## src/rtl/lru_victim_select_if.sv

```systemverilog
// Request/response bundle between the cache controller and the LRU victim selector.
// The master drives hit updates, miss requests and fill completion; the slave answers.
interface lru_victim_select_if #(
    parameter int WAY  = 4,
    parameter int SETS = 16
);
    localparam int CW = $clog2(WAY);
    localparam int SW = $clog2(SETS);

    logic          hit_valid;
    logic [SW-1:0] hit_set;
    logic [CW-1:0] hit_way;
    logic          miss_valid;
    logic          miss_ready;
    logic [SW-1:0] miss_set;
    logic          victim_valid;
    logic [CW-1:0] victim_way;
    logic          fill_done;
    logic          busy;

    modport master (
        output hit_valid, hit_set, hit_way, miss_valid, miss_set, fill_done,
        input  miss_ready, victim_valid, victim_way, busy
    );

    modport slave (
        input  hit_valid, hit_set, hit_way, miss_valid, miss_set, fill_done,
        output miss_ready, victim_valid, victim_way, busy
    );
endinterface

```

## src/rtl/lru_victim_select.sv

```systemverilog
// Per-set LRU age counters with miss-side victim selection; sole owner of LRU state.
// Ages: 0 = least recently used, WAY-1 = most recently used; each set is a permutation.
module lru_victim_select #(
    parameter int WAY  = 4,
    parameter int SETS = 16
) (
    input  logic                 i_clk,
    input  logic                 i_rst,
    lru_victim_select_if.slave   bus
);
    localparam int CW = $clog2(WAY);
    localparam int SW = $clog2(SETS);

    typedef logic [WAY-1:0][CW-1:0] row_t;
    typedef enum logic [1:0] {IDLE, LOOKUP, WAIT_FILL} state_t;

    state_t        state_reg, state_next;
    row_t          age_reg  [SETS];
    row_t          age_next [SETS];
    logic [SW-1:0] set_reg;
    logic [CW-1:0] victim_reg;
    logic [CW-1:0] lookup_way;
    logic [CW-1:0] lookup_min;
    row_t          lookup_row;
    logic          fill_fire;
    logic          hit_apply;

    // Promote one way to MRU; ways younger than it shift down one step.
    function automatic row_t update_row(input row_t row, input logic [CW-1:0] way);
        row_t          r;
        logic [CW-1:0] c;
        r = row;
        c = row[way];
        for (int w = 0; w < WAY; w++) begin
            if (CW'(w) == way)
                r[w] = CW'(WAY - 1);
            else if (row[w] > c)
                r[w] = row[w] - CW'(1);
        end
        return r;
    endfunction

    assign fill_fire = (state_reg == WAIT_FILL) && bus.fill_done;
    // A hit on the set being filled in the same cycle loses to the fill.
    assign hit_apply = bus.hit_valid && !(fill_fire && (bus.hit_set == set_reg));

    generate
        for (genvar gi = 0; gi < SETS; gi++) begin : g_set
            logic fill_here;
            logic hit_here;
            assign fill_here = fill_fire && (set_reg == SW'(gi));
            assign hit_here  = hit_apply && (bus.hit_set == SW'(gi));
            assign age_next[gi] = fill_here ? update_row(age_reg[gi], victim_reg) :
                                  hit_here  ? update_row(age_reg[gi], bus.hit_way) :
                                              age_reg[gi];
        end
    endgenerate

    always_ff @(posedge i_clk or posedge i_rst) begin
        if (i_rst) begin
            for (int s = 0; s < SETS; s++)
                for (int w = 0; w < WAY; w++)
                    age_reg[s][w] <= CW'(w);
        end else begin
            for (int s = 0; s < SETS; s++)
                age_reg[s] <= age_next[s];
        end
    end

    // Lowest-index minimum: the age-0 way in a healthy set, a sane pick if corrupted.
    always_comb begin
        lookup_row = age_reg[set_reg];
        lookup_min = lookup_row[0];
        lookup_way = '0;
        for (int w = 1; w < WAY; w++) begin
            if (lookup_row[w] < lookup_min) begin
                lookup_min = lookup_row[w];
                lookup_way = CW'(w);
            end
        end
    end

    always_ff @(posedge i_clk or posedge i_rst) begin
        if (i_rst)
            state_reg <= IDLE;
        else
            state_reg <= state_next;
    end

    always_comb begin
        state_next       = state_reg;
        bus.miss_ready   = 1'b0;
        bus.victim_valid = 1'b0;
        bus.busy         = 1'b1;
        case (state_reg)
            IDLE: begin
                bus.miss_ready = 1'b1;
                bus.busy       = 1'b0;
                if (bus.miss_valid)
                    state_next = LOOKUP;
            end
            LOOKUP: begin
                state_next = WAIT_FILL;
            end
            WAIT_FILL: begin
                bus.victim_valid = 1'b1;
                if (bus.fill_done)
                    state_next = IDLE;
            end
            default: begin
                state_next = IDLE;
            end
        endcase
    end

    always_ff @(posedge i_clk or posedge i_rst) begin
        if (i_rst) begin
            set_reg    <= '0;
            victim_reg <= '0;
        end else begin
            if (state_reg == IDLE && bus.miss_valid)
                set_reg <= bus.miss_set;
            if (state_reg == LOOKUP)
                victim_reg <= lookup_way;
        end
    end

    assign bus.victim_way = victim_reg;
endmodule

```

## src/flat_wrapper.sv

```systemverilog
// flat-port wrapper written by rule: the top's interface ports become plain ports
module lru_victim_select_flat 
#(
    parameter int WAY  = 4,
    parameter int SETS = 16
)
  (i_clk, i_rst, bus_hit_valid, bus_hit_set, bus_hit_way, bus_miss_valid, bus_miss_set, bus_fill_done, bus_miss_ready, bus_victim_valid, bus_victim_way, bus_busy);
  lru_victim_select_if #(.WAY(WAY), .SETS(SETS)) bus_i ();
  input  logic i_clk;
  input  logic i_rst;
  input wire logic [$bits(bus_i.hit_valid)-1:0] bus_hit_valid;
  input wire logic [$bits(bus_i.hit_set)-1:0] bus_hit_set;
  input wire logic [$bits(bus_i.hit_way)-1:0] bus_hit_way;
  input wire logic [$bits(bus_i.miss_valid)-1:0] bus_miss_valid;
  input wire logic [$bits(bus_i.miss_set)-1:0] bus_miss_set;
  input wire logic [$bits(bus_i.fill_done)-1:0] bus_fill_done;
  output wire logic [$bits(bus_i.miss_ready)-1:0] bus_miss_ready;
  output wire logic [$bits(bus_i.victim_valid)-1:0] bus_victim_valid;
  output wire logic [$bits(bus_i.victim_way)-1:0] bus_victim_way;
  output wire logic [$bits(bus_i.busy)-1:0] bus_busy;
  assign bus_i.hit_valid = bus_hit_valid;
  assign bus_i.hit_set = bus_hit_set;
  assign bus_i.hit_way = bus_hit_way;
  assign bus_i.miss_valid = bus_miss_valid;
  assign bus_i.miss_set = bus_miss_set;
  assign bus_i.fill_done = bus_fill_done;
  assign bus_miss_ready = bus_i.miss_ready;
  assign bus_victim_valid = bus_i.victim_valid;
  assign bus_victim_way = bus_i.victim_way;
  assign bus_busy = bus_i.busy;
  lru_victim_select #(.WAY(WAY), .SETS(SETS)) u_core (.i_clk(i_clk), .i_rst(i_rst), .bus(bus_i));
endmodule
```

## config.mk

```make
export PLATFORM = sky130hd
export DESIGN_NAME = lru_victim_select_flat
export DESIGN_NICKNAME = d
export VERILOG_FILES = /design/src/rtl/lru_victim_select_if.sv /design/src/rtl/lru_victim_select.sv /design/src/flat_wrapper.sv
export SDC_FILE = /design/constraint.sdc
export NUM_CORES = 1
export LEC_CHECK = 0
export ABC_CLOCK_PERIOD_IN_PS = 4100
export BUFFER_PORTS_ARGS = -buffer_cell sky130_fd_sc_hd__clkbuf_2
export CORE_UTILIZATION = 45
export DETAILED_ROUTE_END_ITERATION = 16
export GPL_ROUTABILITY_DRIVEN = 0
export PLACE_DENSITY_LB_ADDON = 0.1
export SYNTH_ARGS = -nofsm -noshare
export SYNTH_HDL_FRONTEND = slang
export SYNTH_SLANG_ARGS = --single-unit
```

## constraint.sdc

```tcl
create_clock -name i_clk -period 4.1 [get_ports i_clk]
set_input_delay 0.82 -clock i_clk [delete_from_list [all_inputs] [get_ports i_clk]]
set_output_delay 0.82 -clock i_clk [all_outputs]
set_load 0.03 [all_outputs]
```

# Word level (Yosys, flattened, before mapping)
# Cells that the tools add are included.
[word_totals] register_bits=136 inputBits=15 output_inout_bits=5 word_cells=924
[classes] addsub=64 magnitude_cmp=134 eq_ne=105 n_mux=366 bitwise_logic=1 reduce_logical=187
[ops] operator="$mux 2" n=294
[ops] operator="$mux 8" n=34
[ops] operator="$gt 2x2->1" n=128
[ops] operator="$ne 3x3->1 const B" n=64
[ops] operator="$reduce_and 3->1" n=64
[ops] operator="$reduce_bool 3->1" n=64
[ops] operator="$bmux 2 s2" n=32
[ops] operator="$sub 2x1->2 const B" n=64
[ops] operator="$eq 4x4->1 const B" n=16
[ops] operator="$logic_and 1x1->1" n=36
[ops] operator="$bmux 8 s4" n=1
[ops] operator="$eq 4x3->1 const B" n=8
[ops] operator="$reduce_bool 2->1" n=16
[ops] operator="$eq 4x2->1 const B" n=4
[ops] operator="$eq 2x2->1 const A" n=4
[ops] operator="$eq 4x1->1 const B" n=2
[ops] operator="$logic_not 4->1" n=2
[ops] operator="$logic_not 2->1" n=3
[ops] operator="$lt 2x2->1" n=3
[ops] operator="$lt 2x3->1 const B" n=2
[ops] operator="$pmux 2 s3" n=1
[ops] operator="$ge 5x5->1 const B" n=1
[ops] operator="$not 4->5" n=1
[ops] operator="$eq 1x2->1 const A" n=2
[ops] operator="7 further kinds" n=11

# Longest topological paths before layout
# Gate-level depths: netlist (run 1).
[depth] depth_word=10 depth_mapped=16

# Worst setup path after synthesis (run 1)
# Ideal clock, no wire load.
[synth_timing] path_type="input-to-reg" start="input port bus_hit_way[1]" end="register u_core.age_reg[96] in the netlist's numbering" arrival_time_ns=3.642 required_ns=3.975 slack_ns=0.333 cell_stages=11 n_path_buf=3 cell_sequence="buf_1 buf_1 clkbuf_1 mux4_2 inv_1 ha_1 nor2b_1 o21ai_0 nand2_1 a22oi_2 mux2_2"
[synth_via] elab_chain_cells=5
[synth_lines] item="start: declaration" line="flat_wrapper.sv:13" rtl="input wire logic [$bits(bus_i.hit_way)-1:0] bus_hit_way;"
[synth_lines] item="$bmux 2 s2" line="lru_victim_select.sv:33" rtl="c = row[way];"
[synth_lines] item="$mux 2 (not written as such)" line="lru_victim_select.sv:33"
[synth_lines] item="$gt 2x2->1" line="lru_victim_select.sv:37" rtl="else if (row[w] > c)"
[synth_lines] item="$reduce_bool 3->1 (no source line)"
[synth_lines] item="$reduce_and 3->1 (no source line)"
[synth_lines] item="end signal: indexed assignment" line="lru_victim_select.sv:63" rtl="age_reg[s][w] <= CW'(w);"
[synth_lines] item="end signal: indexed assignment" line="lru_victim_select.sv:66" rtl="age_reg[s] <= age_next[s];"
[synth_lines] item="end: declaration" line="lru_victim_select.sv:18" rtl="row_t age_reg [SETS];"
# Several ways; a longest one is shown, not always the timed one. The select of a mux whose other input is x is not followed.
# A chain may end at the register's enable or synchronous reset.

# Worst setup path after layout (run 1)
[layout_timing] start="register u_core.set_reg[0]" end="register u_core.victim_reg[0] (netlist: u_core.bus.victim_way[0])"
[layout_via] elab_chain_cells=10
[layout_lines] item="start: declaration" line="lru_victim_select.sv:20" rtl="logic [SW-1:0] set_reg;"
[layout_lines] item="start signal: assignment" line="lru_victim_select.sv:122" rtl="set_reg <= bus.miss_set;"
[layout_lines] item="$not 4->5 (not written as such) (*)" line="lru_victim_select.sv:72" rtl="lookup_row = age_reg[set_reg];"
[layout_lines] item="$bmux 8 s4 (*)" line="lru_victim_select.sv:72"
[layout_lines] item="$mux 8 (not written as such) (*) (2 in series)" line="lru_victim_select.sv:72"
[layout_lines] item="$lt 2x2->1" line="lru_victim_select.sv:76" rtl="if (lookup_row[w] < lookup_min) begin"
[layout_lines] item="$mux 2" line="lru_victim_select.sv:76"
[layout_lines] item="$lt 2x2->1" line="lru_victim_select.sv:76"
[layout_lines] item="$mux 2" line="lru_victim_select.sv:76"
[layout_lines] item="$lt 2x2->1" line="lru_victim_select.sv:76"
[layout_lines] item="$mux 2 (*)" line="lru_victim_select.sv:76"
[layout_lines] item="end signal: assignment" line="lru_victim_select.sv:124" rtl="victim_reg <= lookup_way;"
[layout_lines] item="end: declaration" line="lru_victim_select.sv:21" rtl="logic [CW-1:0] victim_reg;"
# Every way passes the cells marked *; elsewhere a longest branch is shown, timed or not. The select of a mux whose other input is x is not followed.

==> impl_metrics.toml, run 1 <==
[place]
place_ws_ns = 0.671
dpl-instance-area_um2 = 17000
dp.final_hpwl_um = 37200
io_buffer_count = 19

[die]
core-area_um2 = 35500
initial_core_util_pct = 45.7
fp.dieW_um = 192
ios = 20
die_h_um = 192
num_rows = 69
die-area_um2 = 36800

[logic_synthesis]
synth-seq-cells = 136
synthCells = 1817
seq_area_frac_synth_pct = 21.5
syn_area_um2 = 16200
synth_edf_count = 0
synth_area_leaders = "ha_1 (20%), mux4_2 (14%), dfrtp_1 (11%)"
synth.avg_cell_area_um2 = 8.92
ys_async_sr_fraction_pct = 100
synth_nets = 2093
synth_flop_cell = "dfrtp_1"
netlist.area_leader.share_pct = 20.2
ys_warn_count = 0
synth_top_area_cell = "ha_1"
yosys.cell_types.count = 53

[layout]
final_cell_mix = "nand2_1 (282), ha_1 (261), o21ai_0 (182)"
final_cell_area_um2 = 17500
layout-drive-gt1-share_pct = 17.6
syn_to_final_growth_pct = 8.09
final_common_cell = "nand2_1"
num-nets-final = 2096
largest_register_ffs = 128
n_antenna_cell = 0

[sta]
slew_violations = 0
tightest_slew_ns = 1.09
fin_skew_ns = 0.0139
finalSetupViolCount = 0
max_freq_mhz = 291
setup_ws_ns = 0.663
slew_headroom_pct = 27.0
rsz0062_at_grt = "no"
period_minus_slack_ns = 3.44
fin_tns_setup_ns = 0
final_hold_viol_count = 0
period_share_pct = 83.8

[detailed_routing]
final_antenna_net_count = 0
route.detailed.drc = 0
first_pass_iters = 5
vias = 14100
routed_wl_um = 51100
vias_per_cell = 6.15
routedWlPerCell_um = 22.3
drt_iter0_drc = 956

[grt]
grt_pass1_wl_um = 80400
antenna_found_initial = 0
grt_max_degree = 68
grt_usage_pct = 29.1
grt_pass1_vias = 13700
grt_overflow = 0

[pwr]
ir_worst_vdd_mv = 0.510
power.leakage_nw = 7.63
p_per_area_nw_per_um2 = 924

[critical_path]
path_class = "reg -> reg"
endpoint = "u_core.bus.victim_way[0]"
arrival_ns = 3.79
worst-path-max-fanout = 17
cp-start-kind = "register"
r2r-end = "u_core.bus.victim_way[0]"
reg2reg_setup_slack_ns = 0.66
r2r.worst_path.cells = 11
r2r-start = "u_core.set_reg[0]"
cp-end-kind = "register"
critPathLaunch = "u_core.set_reg[0]"
critPathRequiredTime_ns = 4.46

[clock_network]
cts_tree = "done"
clock_sinks = 136
clk_pin_slew_worst_paths_ns = 0.07
post_cts_resized = 0
cts.htree.levels = 4
numCtsBuffers = 17
clock_latency_ns = 0.46
post_cts_buffers = 0
cts_buffer_depth = 2
cts_hold_buf = 0
ctsRootBufferMaster = "clkbuf_16"

[run_status]
status = "finished, final reports clean"

[min_path]
hold_class = "in -> async"

[run]
max_cap_violations = 0
worst max-delay path, stage by stage, from the launching register on:
cell and delay, ns:
dfrtp_2 0.68, buf_4 0.33, mux4_2 0.53, mux4_2 0.49, ha_1 0.22, inv_1 0.06, ha_1 0.18, or3b_2 0.13
o22ai_1 0.09, a211oi_1 0.23, a21boi_0 0.15, o311ai_1 0.24
area by class of cell:
class	instances	area (um2)
clock buffer	20	457
clock inverter	12	104
fill	3368	18000
inverter	105	398
multi-input combinational	1501	12000
sequential	136	3490
tap	461	577
timing repair buffer	59	483
stage by stage:
| step | hold WS, ns | util [%] | power [mW] | instances |
|---|---|---|---|---|
| 5_1_grt | 0.535 | 49.4 | 18.0 | 2294 |
| 3_5_place_dp | 0.544 | 47.8 | 14.5 | 2262 |
| 4_1_cts | 0.499 | 49.4 | 16.2 | 2294 |
| 3_3_place_gp | 0.540 | 47.8 | 14.0 | 2262 |
| 6_report | 0.485 | 49.4 | 16.2 | 2294 |
| 2_1_floorplan | 0.488 | - | 11.6 | 1817 |
power by group:
part	total, mW	internal, mW	switching, mW
clock network	1.55	0.862	0.692
registers	3.85	2.24	1.61
logic	10.8	5.16	5.62
total	16.2	8.26	7.93
kinds of logic (layout without fill, tap and decap cells):
logic type	Yosys count	count (layout)	synth area share [%]
flip-flops	136	136	21.5
multiplexers	143	143	17.0
adder cells (fa/ha/maj)	261	261	20.2
AND/OR/NAND/NOR	598	598	17.7
AO/OA/AOI/OAI	484	484	18.5
buffers and inverters	180	196	4.39
XOR/XNOR	15	15	0.811
metal layers:
layer	vias up	share of wire [%]	track usage, %
met5	-	0	0
met4	0	3.5	11.2
met3	89	5.2	4.24
met2	404	48	49.2
met1	6943	44	37.3
li1	6668	-	-
how the worst min path moves through the flow:
stage | start | endpoint | slack, ns | cells after the start
finish | i_rst | u_core.age_reg[107] | 0.49 | 2
global route | i_rst | u_core.age_reg[124] | 0.54 | 2
CTS | i_rst | u_core.age_reg[124] | 0.50 | 2
detailed placement | u_core.age_reg[103] | u_core.age_reg[103] | 0.54 | 2
global placement | u_core.age_reg[119] | u_core.age_reg[119] | 0.54 | 2
floorplan | u_core.age_reg[103] | u_core.age_reg[103] | 0.49 | 2
synth_stat cells (2+ instances only):
library cell and number:
buf_1 10, buf_2 11, mux2_1 3, o21ai_1 4, a22oi_2 10, xor2_1 3
a2111oi_2 10, and3_1 6, a21oi_1 170, buf_4 4, a211oi_2 2, nand3_1 48
or2_2 6, and2_1 3, a31o_2 2, a22oi_1 16, xnor2_1 12, nor4_4 2
o21ai_0 182, a2111oi_4 4, dfrtp_1 72, dfstp_2 64, mux4_2 103, clkbuf_1 49
nand2_1 282, o22ai_1 2, ha_1 261, mux2_2 23, o22a_1 28, mux2i_1 14
nand2b_1 28, o211ai_1 17, nor2_1 63, o31ai_1 31, inv_1 104, nor2b_1 137
or3_1 15
Note: power is estimated with default switching activity, not from simulation.
==> run 2: changes to the inputs <==
- ABC_CLOCK_PERIOD_IN_PS: 4100 -> 3300
- clock period: 4.1 -> 3.3 ns (I/O delays scaled with it)
==> run 2 against run 1 <==
  * Flip-flop and latch count stayed put
  * Global-route usage hardly changed
  * Largest power group unchanged
  * First-iteration DRC count is 4.0% lower
  * Highest routed layer unchanged
  * Setup slack worse by 0.48 ns
==> impl_metrics.toml, run 2 (synthesis results as in run 1) <==
[die]
ios = 20
fp.dieW_um = 192
die-area_um2 = 36800
num_rows = 69
core-area_um2 = 35500
die_h_um = 192
initial_core_util_pct = 45.7

[critical_path]
arrival_ns = 3.45
critPathRequiredTime_ns = 3.63
worst-path-buf-inv = 2
path_cells = "buf_4 -> buf_4 -> mux4_2 -> mux4_2 -> ha_2 -> or3b_2 -> o22ai_2 -> a21oi_1 -> o211ai_1 -> a211o_1 -> o311ai_1"
crit_family = "multiplexers"
crit_slowest_cell = "mux4_2"
cp-end-kind = "register"
critPathLaunch = "u_core.set_reg[0]"
cp-start-kind = "register"
cpPeakStageDelay_ns = 0.51
r2r-start = "u_core.set_reg[0]"
worst-path-max-fanout = 6
path_class = "reg -> reg"

[clock_network]
cts_buffer_depth = 2
ctsRootBufferMaster = "clkbuf_16"
cts_tree = "done"
clock_sinks = 136
numCtsBuffers = 17
cts.htree.levels = 4
clock_latency_ns = 0.46
cts_hold_buf = 0
clk_pin_slew_worst_paths_ns = 0.07

[min_path]
hold_class = "in -> async"

[layout]
num-nets-final = 2132
final_common_cell = "nand2_1"
fin_util_pct = 50.2
syn_to_final_growth_pct = 10.0
n_antenna_cell = 0
largest_register_ffs = 128
layout-drive-gt1-share_pct = 19.3
final_cell_mix = "nand2_1 (282), ha_1 (259), o21ai_0 (182)"

[run_status]
status = "finished, final reports clean"

[pwr]
internal_power_mw = 10.5
pwr-share-comb_pct = 67.7
p_seq_share_pct = 22.7
clkPwrFrac_pct = 9.6
p_sw_share_pct = 48.6
power.leakage_nw = 7.81
p_per_area_nw_per_um2 = 1150
p_switching_mw = 9.96
ir_worst_vdd_mv = 0.502

[sta]
tightest_slew_ns = 0.927
period_share_pct = 94.5
fin_tns_setup_ns = 0
whs_ns = 0.289
finalSetupViolCount = 0
max_freq_mhz = 321
slew_headroom_pct = 38.2
period_minus_slack_ns = 3.12
fin_skew_ns = 0.0150
slew_violations = 0
rsz0062_at_grt = "no"
final_hold_viol_count = 0

[detailed_routing]
drt_iter0_drc = 918
first_pass_iters = 5
routedWlPerCell_um = 22.2
vias_per_cell = 6.13
vias = 14300
route.detailed.drc = 0
final_antenna_net_count = 0
routed_wl_um = 51700

[grt]
grt_overflow = 0
antenna_found_initial = 0
grt_pass1_vias = 13800
grt_max_degree = 60
grt_usage_pct = 29.1
grt_pass1_wl_um = 80000

[place]
io_buffer_count = 19
dp.final_hpwl_um = 38100

[run]
max_cap_violations = 0
[run 2: cell count changes in the layout (fill, tap and decap cells not counted), sizes merged]
cell / previous run / this run
buf: 40 / 76
bufinv: 1 / 2
clkbuf: 39 / 38
clkinvlp: 4 / 3
inv: 104 / 105
[run 2: per-stage QoR]
step / std cells / area [um2] / setup slack, ns / power [mW]
finish: 2330 / 17800 / 0.181 / 20.5
detailed placement: 2293 / 17200 / 0.105 / 18.2
CTS: 2325 / 17800 / 0.0788 / 20.3
floorplan: 1817 / 16200 / 0.00409 / 14.5
global route: 2330 / 17800 / 0.0319 / 22.8
global placement: 2293 / 17200 / 0.152 / 17.6
[run 2: path summary, 6_finish.rpt]
check	depth (start not counted)	endpoint	slack, ns
max in group asynchronous	3	u_core.age_reg[53]	2.20
min reg2reg	2	u_core.age_reg[103]	0.55
max reg2reg	11	u_core.bus.victim_way[0]	0.18
min in group i_clk	3	u_core.set_reg[3]	0.44
max	11	u_core.bus.victim_way[0]	0.18
min	2	u_core.age_reg[120]	0.29
[run 2: layer usage]
metal	vias up	GRT usage, %	part of all wire, %
met1	6934	37.1	42
met5	-	0	0
met4	0	12.4	4.1
met2	481	48.6	47
met3	121	4.73	6.3
li1	6737	-	-
[run 2: repair_timing]
item / in CTS / in global routing
gates resized for setup: 0 / 5
setup endpoints to repair: 0 / 2
setup buffers: 0 / 5
[run 2: worst reg2reg max path, delay by kind of cell, from the launching register on]
family	cells	cell delay, ns
mux	2	0.80
compound gates	5	0.68
flops	1	0.50
simple gates	1	0.45
buf+inv	2	0.34
fa+ha+maj	1	0.22
[run 2: power groups by stage]
stage | logic (mW) | clock network, mW | registers [mW]
2_1_floorplan | 10.8 | 0 | 3.70
3_3_place_gp | 13.0 | 0 | 4.66
3_5_place_dp | 13.6 | 0 | 4.66
4_1_cts | 13.7 | 2.01 | 4.64
5_1_grt | 15.9 | 2.07 | 4.76
6_report | 13.9 | 1.97 | 4.65
[run 2: cell type report]
class                           count  area [um2]
Inverter                          105         398
Tap cell                          461         577
Clock inverter                     13         131
Timing Repair Buffer               95         778
Multi-Input combinational cell   1501       12000
Fill cell                        3326       17700
Clock buffer                       19         433
Sequential cell                   136        3490
